<file path="src/rtl/spi_slave.sv">
// SPI mode-0 peripheral: MSB-first receive/transmit shift registers behind pin synchronisers.
// Completed frames raise rx_valid; frames of the wrong length raise frame_err.
module spi_slave #(
   parameter int WIDTH       = 16,
   parameter int SYNC_STAGES = 2
) (
   input  logic             clk,
   input  logic             rst,
   input  logic             sclk,
   input  logic             mosi,
   input  logic             cs,
   output logic             miso,
   input  logic [WIDTH-1:0] tx_data,
   output logic [WIDTH-1:0] rx_data,
   output logic             rx_valid,
   output logic             frame_err,
   output logic             busy
);

   localparam int CNT_W = $clog2(WIDTH + 2);
   localparam logic [CNT_W-1:0] CNT_FULL = CNT_W'(WIDTH);
   localparam logic [CNT_W-1:0] CNT_SAT  = CNT_W'(WIDTH + 1);
   localparam logic [CNT_W-1:0] CNT_ONE  = CNT_W'(1);

   typedef enum logic [0:0] {IDLE = 1'b0, ACTIVE = 1'b1} state_t;

   logic [SYNC_STAGES-1:0] sclk_sync_r, cs_sync_r, mosi_sync_r;
   logic                   sclk_dly_r, cs_dly_r;
   logic                   sclk_rise_s, sclk_fall_s, cs_rise_s, cs_fall_s, mosi_bit_s;

   state_t                 state_r, state_nx;
   logic [CNT_W-1:0]       bit_cnt_r, bit_cnt_nx;
   logic [WIDTH-1:0]       rx_shift_r, rx_shift_nx;
   logic [WIDTH-1:0]       tx_shift_r, tx_shift_nx;
   logic [WIDTH-1:0]       rx_data_r, rx_data_nx;
   logic                   miso_r, miso_nx;
   logic                   rx_valid_r, rx_valid_nx;
   logic                   frame_err_r, frame_err_nx;
   logic                   busy_r;

   // Pin synchronisers plus one-cycle delayed copies for edge detection
   always_ff @(posedge clk) begin
      if (rst) begin
         sclk_sync_r <= {SYNC_STAGES{1'b0}};
         cs_sync_r   <= {SYNC_STAGES{1'b0}};
         mosi_sync_r <= {SYNC_STAGES{1'b0}};
         sclk_dly_r  <= 1'b0;
         cs_dly_r    <= 1'b0;
      end else begin
         sclk_sync_r <= {sclk_sync_r[SYNC_STAGES-2:0], sclk};
         cs_sync_r   <= {cs_sync_r[SYNC_STAGES-2:0], cs};
         mosi_sync_r <= {mosi_sync_r[SYNC_STAGES-2:0], mosi};
         sclk_dly_r  <= sclk_sync_r[SYNC_STAGES-1];
         cs_dly_r    <= cs_sync_r[SYNC_STAGES-1];
      end
   end

   assign sclk_rise_s = sclk_sync_r[SYNC_STAGES-1] & ~sclk_dly_r;
   assign sclk_fall_s = ~sclk_sync_r[SYNC_STAGES-1] & sclk_dly_r;
   assign cs_rise_s   = cs_sync_r[SYNC_STAGES-1] & ~cs_dly_r;
   assign cs_fall_s   = ~cs_sync_r[SYNC_STAGES-1] & cs_dly_r;
   assign mosi_bit_s  = mosi_sync_r[SYNC_STAGES-1];

   // Next-state and datapath logic; a cs rising edge takes priority over any sclk edge
   always_comb begin
      state_nx     = state_r;
      bit_cnt_nx   = bit_cnt_r;
      rx_shift_nx  = rx_shift_r;
      tx_shift_nx  = tx_shift_r;
      rx_data_nx   = rx_data_r;
      miso_nx      = miso_r;
      rx_valid_nx  = 1'b0;
      frame_err_nx = 1'b0;
      case (state_r)
         IDLE: begin
            if (cs_fall_s) begin
               state_nx    = ACTIVE;
               tx_shift_nx = tx_data;
               miso_nx     = tx_data[WIDTH-1];
               bit_cnt_nx  = {CNT_W{1'b0}};
            end else begin
               miso_nx = 1'b0;
            end
         end
         ACTIVE: begin
            if (cs_rise_s) begin
               state_nx = IDLE;
               miso_nx  = 1'b0;
               if (bit_cnt_r == CNT_FULL) begin
                  rx_data_nx  = rx_shift_r;
                  rx_valid_nx = 1'b1;
               end else begin
                  frame_err_nx = 1'b1;
               end
            end else if (sclk_rise_s) begin
               rx_shift_nx = {rx_shift_r[WIDTH-2:0], mosi_bit_s};
               if (bit_cnt_r != CNT_SAT) begin
                  bit_cnt_nx = bit_cnt_r + CNT_ONE;
               end else begin
                  bit_cnt_nx = bit_cnt_r;
               end
            end else if (sclk_fall_s) begin
               tx_shift_nx = {tx_shift_r[WIDTH-2:0], 1'b0};
               miso_nx     = tx_shift_r[WIDTH-2];
            end else begin
               tx_shift_nx = tx_shift_r;
            end
         end
         default: begin
            state_nx = IDLE;
            miso_nx  = 1'b0;
         end
      endcase
   end

   // State and output registers
   always_ff @(posedge clk) begin
      if (rst) begin
         state_r     <= IDLE;
         bit_cnt_r   <= {CNT_W{1'b0}};
         rx_shift_r  <= {WIDTH{1'b0}};
         tx_shift_r  <= {WIDTH{1'b0}};
         rx_data_r   <= {WIDTH{1'b0}};
         miso_r      <= 1'b0;
         rx_valid_r  <= 1'b0;
         frame_err_r <= 1'b0;
         busy_r      <= 1'b0;
      end else begin
         state_r     <= state_nx;
         bit_cnt_r   <= bit_cnt_nx;
         rx_shift_r  <= rx_shift_nx;
         tx_shift_r  <= tx_shift_nx;
         rx_data_r   <= rx_data_nx;
         miso_r      <= miso_nx;
         rx_valid_r  <= rx_valid_nx;
         frame_err_r <= frame_err_nx;
         busy_r      <= (state_nx == ACTIVE);
      end
   end

   assign miso      = miso_r;
   assign rx_data   = rx_data_r;
   assign rx_valid  = rx_valid_r;
   assign frame_err = frame_err_r;
   assign busy      = busy_r;

endmodule

</file>
<file path="config.mk">
export PLATFORM = sky130hd
export DESIGN_NAME = spi_slave
export DESIGN_NICKNAME = d
export VERILOG_FILES = /design/src/rtl/spi_slave.sv
export SDC_FILE = /design/constraint.sdc
export NUM_CORES = 1
export LEC_CHECK = 0
export CAP_MARGIN = 20
export CORE_ASPECT_RATIO = 1.75
export CORE_UTILIZATION = 45
export CTS_CLUSTER_DIAMETER = 60
export CTS_CLUSTER_SIZE = 20
export DETAILED_ROUTE_END_ITERATION = 12
export PLACE_DENSITY_LB_ADDON = 0.08
export SYNTH_ARGS = -nofsm -noshare
export SYNTH_HDL_FRONTEND = slang
export SYNTH_SLANG_ARGS = --single-unit
</file>
<file path="constraint.sdc">
create_clock -name clk -period 2.6 [get_ports clk]
set_input_delay 0.52 -clock clk [delete_from_list [all_inputs] [get_ports clk]]
set_output_delay 0.52 -clock clk [all_outputs]
set_load 0.01 [all_outputs]
</file>
==> results.sh <==
export IMPL_outcome="completed"
export IMPL_start_kind="flop"
export IMPL_port_buffers=40
export IMPL_routed_wl_um=4930
export IMPL_min_path_type="flop to flop"
export IMPL_arrival_ns=1.61
export IMPL_cts_buffers=9
export IMPL_n_antenna_cell=0
export IMPL_drive_gt1_share_pct=13.1
export IMPL_startpoint="busy$_SDFF_PP0_"
export IMPL_fp_dieH_um=103
export IMPL_grt_remaining_overflow=0
export IMPL_muxShareOfSynthArea_pct=11.9
export IMPL_via_count=1917
export IMPL_syn_num_nets=288
export IMPL_post_cts_resized=0
export IMPL_drc=0
export IMPL_grt_pass1_wl_um=8030
export IMPL_io_pins=41
export IMPL_clk_latency_ns=0.34
export IMPL_fin_setup_tns_ns=0
export IMPL_nNetsFinal=324
export IMPL_synth_compound_gate_area_share_pct=14.8
export IMPL_syn_mean_instance_area_sq_um=9.90
export IMPL_root_buffer="clkbuf_8"
export IMPL_start_util_pct=46.8
export IMPL_rows=36
export IMPL_drv_cap=0
export IMPL_drt_pass1_iterations=5
export IMPL_core_area_sq_mm=0.00559
export IMPL_grt_pass1_vias=1827
export IMPL_clk_path_buf_depth=2
export IMPL_synth_top_family_by_area="simple AND/OR/NAND/NOR gates"
export IMPL_ys_ff_latch=64
export IMPL_finalWeightedCongestion=0.722
export IMPL_crit_buf_inv=1
export IMPL_via_per_inst=5.03
export IMPL_dieArea_sq_mm=0.00613
export IMPL_cts_sinks=64
export IMPL_r2r_start="busy$_SDFF_PP0_"
export IMPL_placed_cells=365
export IMPL_layout_min_cycle_time_ns=2.13
export IMPL_cp_max_fo=12
export IMPL_max_slew_worst_pin_slew_ns=0.668
export IMPL_antenna_found_initial=0
export IMPL_cp_top_family="flip-flops"
export IMPL_cp_cell_sequence="clkdlybuf4s50_1"
export IMPL_syn_inst=264
export IMPL_die_w_um=59.6
export IMPL_netlist_area_sq_mm=0.00261
export IMPL_ir_drop_v=0.000460
export IMPL_p_per_area_mw_per_mm2=660
export IMPL_power_total_mw=2.17
export IMPL_yosysSeqAreaShare_pct=49.0
export IMPL_path_class="flop to primary output"
export IMPL_yosysWarnings=0
export IMPL_synth_xor_area_share_pct=0
export IMPL_cp_required_ns=2.08
export IMPL_grtUsageTotal_pct=17.8
export IMPL_ys_types=36
export IMPL_drt_iter0_drc=87
export IMPL_cts_tree="built"
export IMPL_clock_skew_ns=0.00611
export IMPL_pre_cts_ws_ns=0.529
export IMPL_dp_hpwl_um=3170
export IMPL_p_leak_nw=1.20
export IMPL_yosys_area_share_simple_pct=17.8
export IMPL_cp_slowest_cell="dfxtp_1"
export IMPL_max_freq_mhz=469
export IMPL_hold_buffers=0
export IMPL_setup_viol=0
export IMPL_hold_violations=0
export IMPL_cts_htree_levels=3
export IMPL_cts_setup_buffers=0
export IMPL_critical_path_max_stage_delay_ns=0.64
export IMPL_layoutNonFillerInstCount=381
export IMPL_synthAdderAreaFrac_pct=1.44
export IMPL_post_route_period_util_pct=82.1
export IMPL_layout_setup_ws_ns=0.466
export IMPL_relSlewSlack_pct=55.4
export IMPL_slew_violations=0
export IMPL_area_growth_pct=25.8
export IMPL_cp_end_kind="primary output"
export IMPL_rsz0062_at_grt="no"
export IMPL_min_from="mosi_sync_r[0]$_SDFF_PP0_"
export IMPL_drtAntennaViolNets=0
export IMPL_path_clk_slew_ns=0.07
export IMPL_worst_hold_slack_ns=0.435
export IMPL_wl_per_cell_um=12.9
export IMPL_grt_max_degree=58
==> cell usage in the layout (no fill, tap or decap), types with 4 or more instances in the layout <==
cell,Yosys,layout
nand2_1,17,17
dfxtp_1,64,64
a211oi_2,10,10
nor2_1,33,33
mux2i_1,31,31
o21ai_0,10,10
clkdlybuf4s50_1,0,39
inv_1,5,5
clkbuf_8,0,11
a21oi_1,18,18
a211oi_1,5,5
nand2b_1,4,4
nor2b_1,9,9
o21ai_1,7,7
nand3_1,8,8
==> cell type report <==
cell class | instances | area (sq um)
Fill cell | 534 | 2300
Timing Repair Buffer | 44 | 438
Clock inverter | 5 | 103
Inverter | 5 | 18.8
Sequential cell | 64 | 1280
Clock buffer | 11 | 151
Tap cell | 76 | 95.1
Multi-Input combinational cell | 176 | 1200
==> report_power, final <==
part	switching [mW]	internal [mW]
clock network	0.376	0.687
logic	0.0482	0.0552
registers	0.00918	0.995
==> metal layers <==
metal	vias up	share of wire (%)	track usage, %
met1	893	42	17.7
met5	-	0	0
li1	987	-	-
met4	0	1.7	8.05
met2	30	52	32.2
met3	7	4.1	6.65
==> cells by family after synthesis <==
group / after synthesis
mux: 31
flops: 64
buf+inv: 24
fa+ha+maj: 3
simple gates: 87
compound gates: 55
==> registers in the layout (all words and copies together), names as in the netlist <==
signal and cells:
cs_sync_r 2, frame_err 1, rx_valid 1, sclk_sync_r 2
tx_shift_r 15, sclk_dly_r 1, busy 1, mosi_sync_r 2
rx_shift_r 16, bit_cnt_r 5, miso 1, cs_dly_r 1
rx_data 16
==> metrics by stage <==
stage / utilization [%] / cell area (sq um)
2_1_floorplan: - / 2610
3_3_place_gp: 54.3 / 3030
3_5_place_dp: 54.3 / 3030
4_1_cts: 58.9 / 3290
5_1_grt: 58.9 / 3290
6_report: 58.9 / 3290
==> final timing paths <==
path,to,slack [ns],cells past startpoint
worst min-delay path,mosi_sync_r[1]$_SDFF_PP0_,0.43,1
worst max-delay path,busy,0.47,1
worst min register to register,mosi_sync_r[1]$_SDFF_PP0_,0.43,1
worst max register to register,rx_data[5]$_SDFFE_PP0P_,0.55,4
==> Yosys cell counts (all sizes together) <==
cell     count  share of area (%)
and2b        1               0.34
nor2        34                5.0
o2bb2a       1               0.77
nor2b        9                2.2
nand2       17                2.4
dfxtp       64                 49
ha           3                1.4
or4          1               0.29
o21ai       17                3.3
nand3b       1               0.43
nand4bb      2                1.1
a31oi        2               0.48
a21oi       18                3.4
nor3         3               0.57
nand4        2                1.1
nor3b        2                1.0
a32oi        1               0.34
inv          5               0.72
a211oi      15                6.2
buf         11                3.2
clkbuf       8                1.1
or3          2               0.48
nand3        8                1.5
nand2b       5                1.5
a31o         1               0.34
mux2i       31                 12
Power figures use the tool's default switching activity.
